<file path="src/rtl/trs_bus_pkg.sv">
// Shared constants and types for the TRS-80 bus front end.
// Honours TRS_GLITCH_FILTER_EN (strobe glitch filter compiled in when defined).
package trs_bus_pkg;

    localparam int STB_WR  = 0;
    localparam int STB_RD  = 1;
    localparam int STB_OUT = 2;
    localparam int STB_IN  = 3;
    localparam int NUM_STB = 4;

    localparam logic [7:0] TRS_FLOAT_BYTE = 8'hFF;

`ifdef TRS_GLITCH_FILTER_EN
    localparam bit FILTER_ON = 1'b1;
`else
    localparam bit FILTER_ON = 1'b0;
`endif

    typedef enum logic [1:0] {
        IDLE  = 2'd0,
        WAIT  = 2'd1,
        DRIVE = 2'd2
    } rd_state_t;

    // Address/data must be delayed by exactly the strobe path's pre-edge-detect latency.
    function automatic int ad_delay(input int sync_stages, input int filter_len);
        return sync_stages + (FILTER_ON ? filter_len : 0);
    endfunction

endpackage

</file>
<file path="src/rtl/trs_strobe_filter.sv">
// One strobe lane: synchroniser, optional glitch filter (TRS_GLITCH_FILTER_EN), falling-edge pulse.
module trs_strobe_filter
    import trs_bus_pkg::*;
#(
    parameter int SYNC_STAGES = 2
`ifdef TRS_GLITCH_FILTER_EN
    ,
    parameter int FILTER_LEN  = 3
`endif
) (
    input  logic clk,
    input  logic rst_n,
    input  logic strobe_n_raw,
    output logic level,
    output logic fall
);

    logic [SYNC_STAGES-1:0] sync_q;
    logic                   synced;
    logic                   level_d;

    // NOTE: every clocked register uses non-blocking assignment so all flops
    // sample pre-edge values; blocking here would collapse the synchroniser chain.
    always_ff @(posedge clk or negedge rst_n) begin
        if (!rst_n) begin
            sync_q <= '1;
        end else begin
            sync_q <= {sync_q[SYNC_STAGES-2:0], strobe_n_raw};
        end
    end

    assign synced = sync_q[SYNC_STAGES-1];

`ifdef TRS_GLITCH_FILTER_EN
    logic [3:0] cnt_q;
    logic       filt_q;

    // Any sample that agrees with the current level restarts the run count.
    always_ff @(posedge clk or negedge rst_n) begin
        if (!rst_n) begin
            cnt_q  <= '0;
            filt_q <= 1'b1;
        end else if (synced == filt_q) begin
            cnt_q <= '0;
        end else if (cnt_q == 4'(FILTER_LEN - 1)) begin
            cnt_q  <= '0;
            filt_q <= synced;
        end else begin
            cnt_q <= cnt_q + 4'd1;
        end
    end

    assign level = filt_q;
`else
    assign level = synced;
`endif

    always_ff @(posedge clk or negedge rst_n) begin
        if (!rst_n) begin
            level_d <= 1'b1;
            fall    <= 1'b0;
        end else begin
            level_d <= level;
            fall    <= level_d & ~level;
        end
    end

endmodule

</file>
<file path="src/rtl/trs_bus_sync.sv">
// TRS-80 expansion bus front end: strobe sync/filter, frozen A/D, IN read-response FSM.
// Honours TRS_GLITCH_FILTER_EN (see trs_strobe_filter).
module trs_bus_sync
    import trs_bus_pkg::*;
#(
    parameter int SYNC_STAGES = 2,
    parameter int FILTER_LEN  = 3,
    parameter int TIMEOUT_CYC = 16
) (
    input  logic        clk,
    input  logic        rst_n,
    input  logic [15:0] TRS_A_raw,
    input  logic [7:0]  TRS_D_raw,
    input  logic        TRS_WR_N,
    input  logic        TRS_RD_N,
    input  logic        TRS_OUT_N,
    input  logic        TRS_IN_N,
    output logic [15:0] TRS_A,
    output logic [7:0]  TRS_D,
    output logic        WR_falling_edge,
    output logic        RD_falling_edge,
    output logic        OUT_falling_edge,
    output logic        IN_falling_edge,
    input  logic        rd_claim,
    input  logic [7:0]  rd_data,
    input  logic        rd_data_rdy,
    output logic [7:0]  TRS_D_out,
    output logic        TRS_D_oe
);

    localparam int AD_DELAY = ad_delay(SYNC_STAGES, FILTER_LEN);
    localparam int CNT_W    = $clog2(TIMEOUT_CYC);
    localparam logic [CNT_W-1:0] WAIT_LAST = CNT_W'(TIMEOUT_CYC - 1);

    logic [NUM_STB-1:0] strobe_n_raw;
    logic [NUM_STB-1:0] levels;
    logic [NUM_STB-1:0] falls;

    assign strobe_n_raw[STB_WR]  = TRS_WR_N;
    assign strobe_n_raw[STB_RD]  = TRS_RD_N;
    assign strobe_n_raw[STB_OUT] = TRS_OUT_N;
    assign strobe_n_raw[STB_IN]  = TRS_IN_N;

    for (genvar g = 0; g < NUM_STB; g++) begin : g_strobe
        trs_strobe_filter #(
            .SYNC_STAGES (SYNC_STAGES)
`ifdef TRS_GLITCH_FILTER_EN
            ,
            .FILTER_LEN  (FILTER_LEN)
`endif
        ) u_filter (
            .clk          (clk),
            .rst_n        (rst_n),
            .strobe_n_raw (strobe_n_raw[g]),
            .level        (levels[g]),
            .fall         (falls[g])
        );
    end

    assign WR_falling_edge  = falls[STB_WR];
    assign RD_falling_edge  = falls[STB_RD];
    assign OUT_falling_edge = falls[STB_OUT];
    assign IN_falling_edge  = falls[STB_IN];

    // ------------------------------------------------------------------
    // Address/data delay line and freeze register
    // ------------------------------------------------------------------
    logic [AD_DELAY-1:0][23:0] ad_pipe;
    logic                      all_high_q;

    // NOTE: the delay line is a plain shift register, so it is reset along with
    // everything else; a stale pipe would otherwise leak into TRS_A after reset.
    always_ff @(posedge clk or negedge rst_n) begin
        if (!rst_n) begin
            ad_pipe    <= '0;
            all_high_q <= 1'b1;
            TRS_A      <= '0;
            TRS_D      <= '0;
        end else begin
            ad_pipe    <= {ad_pipe[AD_DELAY-2:0], {TRS_A_raw, TRS_D_raw}};
            all_high_q <= &levels;
            // One-clock-late view of the levels lets the load land in the pulse clock.
            if (all_high_q) begin
                {TRS_A, TRS_D} <= ad_pipe[AD_DELAY-1];
            end
        end
    end

    // ------------------------------------------------------------------
    // IN read-response FSM
    // ------------------------------------------------------------------
    rd_state_t        state_q;
    logic [CNT_W-1:0] wait_cnt_q;

    always_ff @(posedge clk or negedge rst_n) begin
        if (!rst_n) begin
            state_q    <= IDLE;
            wait_cnt_q <= '0;
            TRS_D_out  <= '0;
            TRS_D_oe   <= 1'b0;
        end else begin
            case (state_q)
                IDLE: begin
                    TRS_D_oe <= 1'b0;
                    if (IN_falling_edge && rd_claim) begin
                        state_q    <= WAIT;
                        wait_cnt_q <= '0;
                    end
                end
                WAIT: begin
                    if (levels[STB_IN]) begin
                        state_q <= IDLE;
                    end else if (rd_data_rdy) begin
                        TRS_D_out <= rd_data;
                        TRS_D_oe  <= 1'b1;
                        state_q   <= DRIVE;
                    end else if (wait_cnt_q == WAIT_LAST) begin
                        TRS_D_out <= TRS_FLOAT_BYTE;
                        TRS_D_oe  <= 1'b1;
                        state_q   <= DRIVE;
                    end else begin
                        wait_cnt_q <= wait_cnt_q + 1'b1;
                    end
                end
                DRIVE: begin
                    if (levels[STB_IN]) begin
                        TRS_D_oe <= 1'b0;
                        state_q  <= IDLE;
                    end
                end
                default: begin
                    TRS_D_oe <= 1'b0;
                    state_q  <= IDLE;
                end
            endcase
        end
    end

endmodule

</file>
<file path="config.mk">
export PLATFORM = sky130hd
export DESIGN_NAME = trs_bus_sync
export DESIGN_NICKNAME = d
export VERILOG_FILES = /design/src/rtl/trs_bus_pkg.sv /design/src/rtl/trs_strobe_filter.sv /design/src/rtl/trs_bus_sync.sv
export SDC_FILE = /design/constraint.sdc
export NUM_CORES = 1
export LEC_CHECK = 0
export BUFFER_PORTS_ARGS = -buffer_cell sky130_fd_sc_hd__buf_2
export CORE_MARGIN = 8
export CORE_UTILIZATION = 50
export DETAILED_ROUTE_END_ITERATION = 10
export MAX_ROUTING_LAYER = met4
export PLACE_DENSITY = 0.85
export SYNTH_ARGS = -nofsm -noshare
export SYNTH_HDL_FRONTEND = slang
export SYNTH_HIERARCHICAL = 1
export SYNTH_SLANG_ARGS = --single-unit
export TNS_END_PERCENT = 100
</file>
<file path="constraint.sdc">
create_clock -name clk -period 4.4 [get_ports clk]
set_input_delay 0.44 -clock clk [delete_from_list [all_inputs] [get_ports clk]]
set_output_delay 0.44 -clock clk [all_outputs]
set_load 0.02 [all_outputs]
</file>
# == After elaboration in Yosys (flattened, before gate mapping) ==
# Index checks and enable logic that the tools add are counted.
# classes
n_eq_ne,10
mux,18
bitwise_logic,8
n_reduce_logical,9
addsub,1
# op_table
op,count
$mux W4,4
$mux W8,2
$mux W2,5
$reduce_and A3 Y1,3
$ne A2 B2 Y1 const B,4
$pmux W4 S2,1
$pmux W2 S3,1
$reduce_and A5 Y1,1
$add A4 B1 Y4 const B,1
$and A1 B1 Y1,4
$eq A4 B4 Y1 const B,1
$mux W1,4
$ne A4 B3 Y1 const B,1
$not A1 Y1,4
$reduce_and A4 Y1,1
$reduce_bool A2 Y1,2
$ne A3 B3 Y1 const B,1
$eq A2 B1 Y1 const B,1
$eq A2 B2 Y1 const B,1
$logic_not A2 Y1,1
$ne A2 B1 Y1 const B,1
$pmux W1 S2,1
$logic_and A1 B1 Y1,1
# totals
inputBits,40
output_inout_bits,37
register_bits,104

# == Logic depth before layout (Yosys ltp) ==
# Gate-level depths: netlist (run 1).
# logic_depth
depth_word,5
ltp_mapped,4
mapped_depth_nobuf,4

# == Cells and area by module ==
# The synthesis (run 1) kept the hierarchy.
# by_module_without_submodules
module,area_per_inst_um2,instances,cells_each,seq_area_each_um2
trs_bus_sync,2798.9,1,152,2203.4
trs_strobe_filter,117.6,4,5,103.8

# == Worst setup path before layout (run 1) ==
# No wires, ideal clock.
# synth_timing
kind,reg2reg
start,register wait_cnt_q[0]
end,register wait_cnt_q[1]
t_arrival_ps,1323
path_buffers,0
path_stages_with_launch,5
required_ps,4280
synth_period_minus_slack_ps,1442
setup_ps,120
setup_slack_ps,2958
cell_sequence,dfrtp_1 > ha_1 > a31oi_2 > nand2_1 > a31o_1
# synth_between
elab_chain_len,5
# synth_lines
item,line,text
from (decl),trs_bus_sync.sv:93,logic [CNT_W-1:0] wait_cnt_q;
from (signal assigned),trs_bus_sync.sv:122,wait_cnt_q <= wait_cnt_q + 1'b1;
$add A4 B1 Y4,trs_bus_sync.sv:122,
$mux W4,trs_bus_sync.sv:117,end else if (wait_cnt_q == WAIT_LAST) begin
$mux W4,trs_bus_sync.sv:113,end else if (rd_data_rdy) begin
$mux W4,trs_bus_sync.sv:111,if (levels[STB_IN]) begin
$pmux W4 S2,trs_bus_sync.sv:102,case (state_q)
# Parallel ways exist; a longest one is shown, timed or not. The select of a mux whose other input is x is not followed.
# A chain may end at the register's enable or synchronous reset.

# == Final worst setup path (run 1) ==
# Same ends and word-level chain as after synthesis.

==> summary.md, run 1 <==
| Metric | Value |
|---|---|
| Maximum clock path buffer count | `2` |
| Initial antenna violation count | `0` |
| Placement Cell Area | `~3700 um^2` |
| Flops & latches, synth | `104` |
| Final Slew Violations | `0` |
| DP HPWL | `3780 um` |
| Tightest Hold Check Type | `input port to async pin` |
| Gr ovfl total | `0` |
| Final setup violating endpoints | `0` |
| Total nets after synthesis | `213` |
| Gate power share | `~14%` |
| Post-layout util | `62.4%` |
| Final Skew | `0.00784 ns` |
| Vias/cell | `about 4.9` |
| DIE AREA | `approximately 9400 um^2` |
| Post-synthesis average cell area | `19.0 um^2` |
| Peak supply drop | `approximately 0.33 mV` |
| LEAKAGE | `1.88 nW` |
| Port Buffers | `76` |
| Relative slew slack | `47.6%` |
| Setup CP Type | `flip-flop to flip-flop` |
| Hold-fix buffers, CTS | `0` |
| Total track usage | `12.7%` |
| DRC viols | `0` |
| Outcome | `complete, no violations` |
| First-pass GRT wire length | `roughly 9300 um` |
| Period utilisation layout | `a little over a third` |
| Gp weighted congestion | `0.776` |
| Power per cell area | `slightly above 500 nW/um^2` |
| Setup repair bufs after CTS | `0` |
| Worst Path Required | `4.64 ns` |
| Net Switching | `0.514 mW` |
| Ant diodes | `0` |
| Finished Cell Area | `3960 um^2` |
| Critical path capture point type | `flip-flop` |
| Number of warnings issued by yosys | `6` |
| Predominant post-synthesis flop cell | `dfrtp_1` |
| Internal power | `1.52 mW` |
| Worst skew pair latency | `0.35 ns` |
| Worst-Margin Slew | `roughly 0.79 ns` |
| Placed Cells | `323` |
| Area growth, synth to finish | `21.2%` |
| Reg clk slew, reported paths | `0.09 ns` |
| EDFF count, synth | `0` |
| Routed WL | `5320 um` |
| Min Tclk post-route | `around 1.5 ns` |
| Number of global-route vias before repair | `1894` |
| Layout cell share with drive strength beyond 1 | `53.4%` |
| RSZ-0062 raised after global routing | `false` |
| Final Power | `between 2 and 2.5 mW` |
| TNS Setup | `0 ns` |
| IO Pins | `just under 80` |
| FMAX | `649 MHz` |
| Syn Inst Count | `between 150 and 200` |
| CP Max Fanout | `4` |
| Sw frac | `25.3%` |
| Netlist cell types | `33` |
| Clk network pwr share | `31.0%` |
| Final ANT Viol Nets | `0` |
| DR iter-0 viols | `37` |
| 1st-pass router iterations | `3` |
| Final hold viol count | `0` |
| CTS tree | `built` |
| Fin cells | `339` |
| Sequential power share | `54.8%` |
| Sink Count | `approximately 100` |
| Critical Path Source Type | `flip-flop` |
| Wire length per cell | `15.7 um` |
| Total CTS buffers | `9` |
| Data arrival, critical path | `1.78 ns` |
| # H-tree levels | `3` |
| Ys async rst share | `100%` |
| Die Y | `96.9 um` |
| Die X | `~97 um` |
| Nets | `298` |
| Register area share after synthesis | `80.1%` |
| Initial Utilization | `51.5%` |
| Netlist Area Pre-Place | `3270 um^2` |
| Core area | `6350 um^2` |
| Root Driver | `clkbuf_8` |
| Post-CTS Resized | `0` |
| Rows | `29` |
| Largest net degree at the start of global routing | `67` |
| Detailed-route via count | `between 1500 and 2000` |
| Max-Cap Viols | `0` |
[Yosys cell counts, drive strengths merged, types with 2 or more instances]
master | instances | area share (%)
mux2 | 24 | 8.3
dfstp | 13 | 10
o22a | 8 | 2.1
nand2 | 3 | 0.34
inv | 2 | 0.23
buf | 2 | 0.31
nor2b | 5 | 1.9
dfrtp | 91 | 70
a31o | 2 | 0.54
nor2 | 2 | 0.73
[flip-flops by register name, summed over array words and instances (netlist names)]
| signal | flops |
|---|---|
| TRS_D_oe | 1 |
| TRS_D_out | 8 |
| TRS_A | 16 |
| g_strobe.u_filter/fall | 4 |
| g_strobe.u_filter/level_d | 4 |
| state_q | 2 |
| TRS_D | 8 |
| ad_pipe | 48 |
| all_high_q | 1 |
| g_strobe.u_filter/sync_q | 8 |
| wait_cnt_q | 4 |
[placed cells by master (no fill, tap or decap), types with 2 or more instances in the layout]
cell type  count
bufinv_16      2
clkinv_2       2
mux2_2        24
clkbuf_8      10
nand2_1        3
dfstp_2       13
dfrtp_1       91
o22a_1         8
inv_1          2
buf_2         75
nor2b_4        4
buf_4          2
[kinds of logic (layout without fill, tap and decap cells)]
logic type	after synthesis	after routing	share of synthesized area, %
mux	25	25	8.57
fa+ha+maj	1	1	0.383
compound gates	16	16	4.63
simple gates	20	20	5.40
buf+inv	5	95	0.651
xor+xnor	1	1	0.268
flops	104	104	80.1
[layer usage]
metal	wire, um	global-route usage (%)	up-vias
met5	0	-	-
met1	2180	14.5	838
met3	258	4.13	11
li1	-	-	759
met2	2780	19.6	43
met4	102	6.39	0
[through the flow]
step | setup WS (ns) | hold WS, ns
2_1_floorplan | 2.96 | 0.144
3_3_place_gp | 2.83 | 0.332
3_5_place_dp | 2.79 | 0.335
4_1_cts | 2.85 | 0.167
5_1_grt | 2.73 | 0.158
6_report | 2.86 | 0.162
[area by class of cell]
type                       count  area (um^2)
fill                         456         2390
multi-input combinational     63          629
clock inverter                 5         78.8
clock buffer                  11          141
sequential                   104         2620
timing repair buffer          77          390
inverter                       2         7.51
tap                           77         96.3
[critical path: stages, from the launching register on]
cell	delay, ns
dfrtp_1	0.42
ha_1	0.25
a31oi_2	0.33
nand2_1	0.19
a31o_1	0.25
[final timing paths]
kind	startpoint	end	slack [ns]	cells after the start
setup / recovery	wait_cnt_q[0]	wait_cnt_q[1]	2.86	4
hold / removal	rst_n	TRS_D_out[2]	0.16	1
setup reg to reg	wait_cnt_q[0]	wait_cnt_q[1]	2.86	4
hold reg to reg	ad_pipe[14]	ad_pipe[38]	0.35	0
max in group asynchronous	rst_n	all_high_q	3.25	2
min in group clk	TRS_RD_N	g_strobe[1].u_filter/sync_q[0]	0.18	1
[power by group through the flow]
stage | logic (mW) | clock network (mW) | registers [mW]
floorplan | 0.0770 | 0 | 1.22
global placement | 0.292 | 0 | 1.13
detailed placement | 0.297 | 0 | 1.14
CTS | 0.298 | 0.653 | 1.12
global route | 0.312 | 0.694 | 1.13
finish | 0.289 | 0.631 | 1.11
Note: power is estimated with default switching activity, not from simulation.
==> run 2: changes to the inputs <==
Settings changed: CORE_UTILIZATION 50 to 47, PLACE_DENSITY 0.85 to 0.84.
Clock period 4.4 ns to 1.36 ns, I/O delays scaled along.
==> summary.md, run 2 (same netlist as run 1, synthesis figures left out) <==
| Metric | Value |
|---|---|
| Critical Path Source Type | `flip-flop` |
| Setup Slack @ Placement | `-0.0265 ns` |
| CP max stage delay | `about 0.56 ns` |
| Relative slew slack | `77.6%` |
| Tightest Hold Check Type | `input port to flip-flop` |
| Die Y | `99.4 um` |
| R2R Path End | `wait_cnt_q[2]` |
| Routed WL | `slightly above 6000 um` |
| Worst-Margin Slew | `between 0.3 and 0.4 ns` |
| Layout cell share with drive strength beyond 1 | `51.0%` |
| Nets | `346` |
| Number of global-route vias before repair | `roughly 2000` |
| Vias/cell | `4.67` |
| Slowest-stage cell, CP | `or4bb_4` |
| FMAX | `744 MHz` |
| DRC viols | `0` |
| Worst skew pair latency | `0.36 ns` |
| # fillers | `between 400 and 500` |
| DIE AREA | `around 10000 um^2` |
| Initial antenna violation count | `0` |
| Detailed-route via count | `around 1800` |
| Gp weighted congestion | `0.767` |
| Gate power share | `16.5%` |
| Area growth, synth to finish | `37.9%` |
| Clk network pwr share | `between 20% and 30%` |
| LEAKAGE | `~2.1 nW` |
| Hold depth | `2` |
| DR iter-0 viols | `between 50 and 60` |
| Crit-path cells | `or4bb_4, o21ai_4, o221ai_2` |
| Ant diodes | `0` |
| Reg clk slew, reported paths | `around 0.10 ns` |
| Finished Cell Area | `between 4000 and 5000 um^2` |
| Worst Path Required | `roughly 1.6 ns` |
| R2R cell count | `3` |
| Data arrival, critical path | `~1.6 ns` |
| Internal power | `4.86 mW` |
| Sequential power share | `a little over half` |
| RSZ-0062 raised after global routing | `true` |
| Fin cells | `390` |
| Max reg flops | `48` |
| Most frequent cells in the layout | `dfrtp_1 (90), buf_2 (75), dlygate4sd3_1 (36)` |
| Critical path capture point type | `flip-flop` |
| DP HPWL | `about 4100 um` |
| Min Tclk post-route | `1.34 ns` |
| Sw frac | `about 28%` |
| Root Driver | `clkbuf_8` |
| Period utilisation layout | `98.8%` |
| IO Pins | `77` |
| Post-layout util | `66.7%` |
| Most flop-heavy register | `ad_pipe` |
| Net Switching | `1.88 mW` |
| Rows | `30` |
| First-pass GRT wire length | `10300 um` |
| Final ANT Viol Nets | `0` |
| Gr ovfl total | `0` |
| Total CTS buffers | `9` |
| Max-Cap Viols | `0` |
| # H-tree levels | `3` |
| Placed Cells | `332` |
| CTS tree | `built` |
| Largest net degree at the start of global routing | `between 40 and 50` |
| Commonest non-fill, non-tap cell in the layout | `dfrtp_1` |
| Sink Count | `104` |
| Port Buffers | `between 70 and 80` |
| Final setup violating endpoints | `0` |
| Maximum clock path buffer count | `2` |
| Initial Utilization | `between 40% and 50%` |
| Setup CP Type | `flip-flop to flip-flop` |
| Core area | `6760 um^2` |
| Worst R2R Start | `state_q[1]` |
| Final Slew Violations | `0` |
| Power per cell area | `1490 nW/um^2` |
| Placement Cell Area | `3840 um^2` |
| Setup ws final | `about 0.017 ns` |
| Total track usage | `between 10% and 20%` |
| Outcome | `complete, no violations` |
| CP Max Fanout | `6` |
| Peak supply drop | `approximately 0.63 mV` |
| 1st-pass router iterations | `4` |
| Final Skew | `0.0101 ns` |
| Die X | `99.4 um` |
| R2r setup slk | `0.02 ns` |
| Min-delay src | `rd_data[6]` |
| Final hold viol count | `0` |
| Wire length per cell | `15.9 um` |
| Hold Crit Endpoint | `TRS_D_out[6]` |
| Biggest regs | `ad_pipe x48, TRS_A x16` |
run 2: cell types whose count changed in the layout (fill, tap and decap cells not counted), moves of 3 or more:
cell / change
buf_12: +4
dlygate4sd3_1: +36
inv_8: +3
buf_4: +7
run 2: worst max-delay path: cells and delay by family (launching register included):
kind | cells | cell delay, ns
AO/OA/AOI/OAI | 2 | 0.22
AND/OR/NAND/NOR | 1 | 0.56
flip-flops | 1 | 0.46
run 2: power by group through the flow:
stage / combinational, mW / sequential (mW) / clock [mW]
after floorplan: 0.250 / 3.94 / 0
after global placement: 0.992 / 3.64 / 0
after detailed placement: 1.02 / 3.66 / 0
after CTS: 1.11 / 3.60 / 2.09
after global routing: 1.20 / 3.65 / 2.21
final: 1.11 / 3.61 / 2.02
run 2: worst max-delay path by stage:
stage	from	endpoint	slack [ns]	cells past startpoint
4_1_cts	wait_cnt_q[1]	wait_cnt_q[2]	-0.02	5
3_5_place_dp	wait_cnt_q[0]	wait_cnt_q[2]	-0.03	5
6_report	state_q[1]	wait_cnt_q[2]	0.02	3
3_3_place_gp	wait_cnt_q[0]	wait_cnt_q[2]	0.04	5
5_1_grt	state_q[0]	wait_cnt_q[1]	-0.04	2
2_1_floorplan	all_high_q	TRS_A[0]	-0.03	3
run 2: metal layers:
metal  routed length, um  global-route usage [%]  part of all wire, %
met5                   0                       -                    0
met4                  81                    5.12                  1.3
met3                 358                    4.89                  5.8
met2                3120                    21.9                   50
met1                2640                    16.2                   43
run 2: layout make-up:
| type | instances | area, um^2 | area share, % |
|---|---|---|---|
| clock buffer | 9 | 124 | 2.75 |
| clock inverter | 7 | 97.6 | 2.16 |
| inverter | 2 | 7.51 | 0.166 |
| multi-input combinational | 64 | 677 | 15.0 |
| sequential | 104 | 2620 | 58.1 |
| tap | 80 | 100 | 2.22 |
| timing repair buffer | 124 | 883 | 19.6 |
run 2: repair_timing:
action                                  4_1_cts  5_1_grt
endpoints found under the setup margin        6       13
gates cloned                                  0        1
hold endpoints to repair                     74        1
pin swaps                                     2        4
setup buffers                                 1        4
hold buffers                                 35        1
gates resized for setup                       2        5
run 2: metrics by stage:
| step | hold WS (ns) | TNS, ns | total power [mW] |
|---|---|---|---|
| after floorplan | -0.160 | -0.691 | 4.19 |
| after global placement | 0.0552 | 0 | 4.63 |
| after detailed placement | 0.0666 | -0.0563 | 4.68 |
| after CTS | 0.00374 | -0.0676 | 6.80 |
| after global routing | 0.0262 | -0.123 | 7.06 |
| final | 0.0379 | 0 | 6.74 |
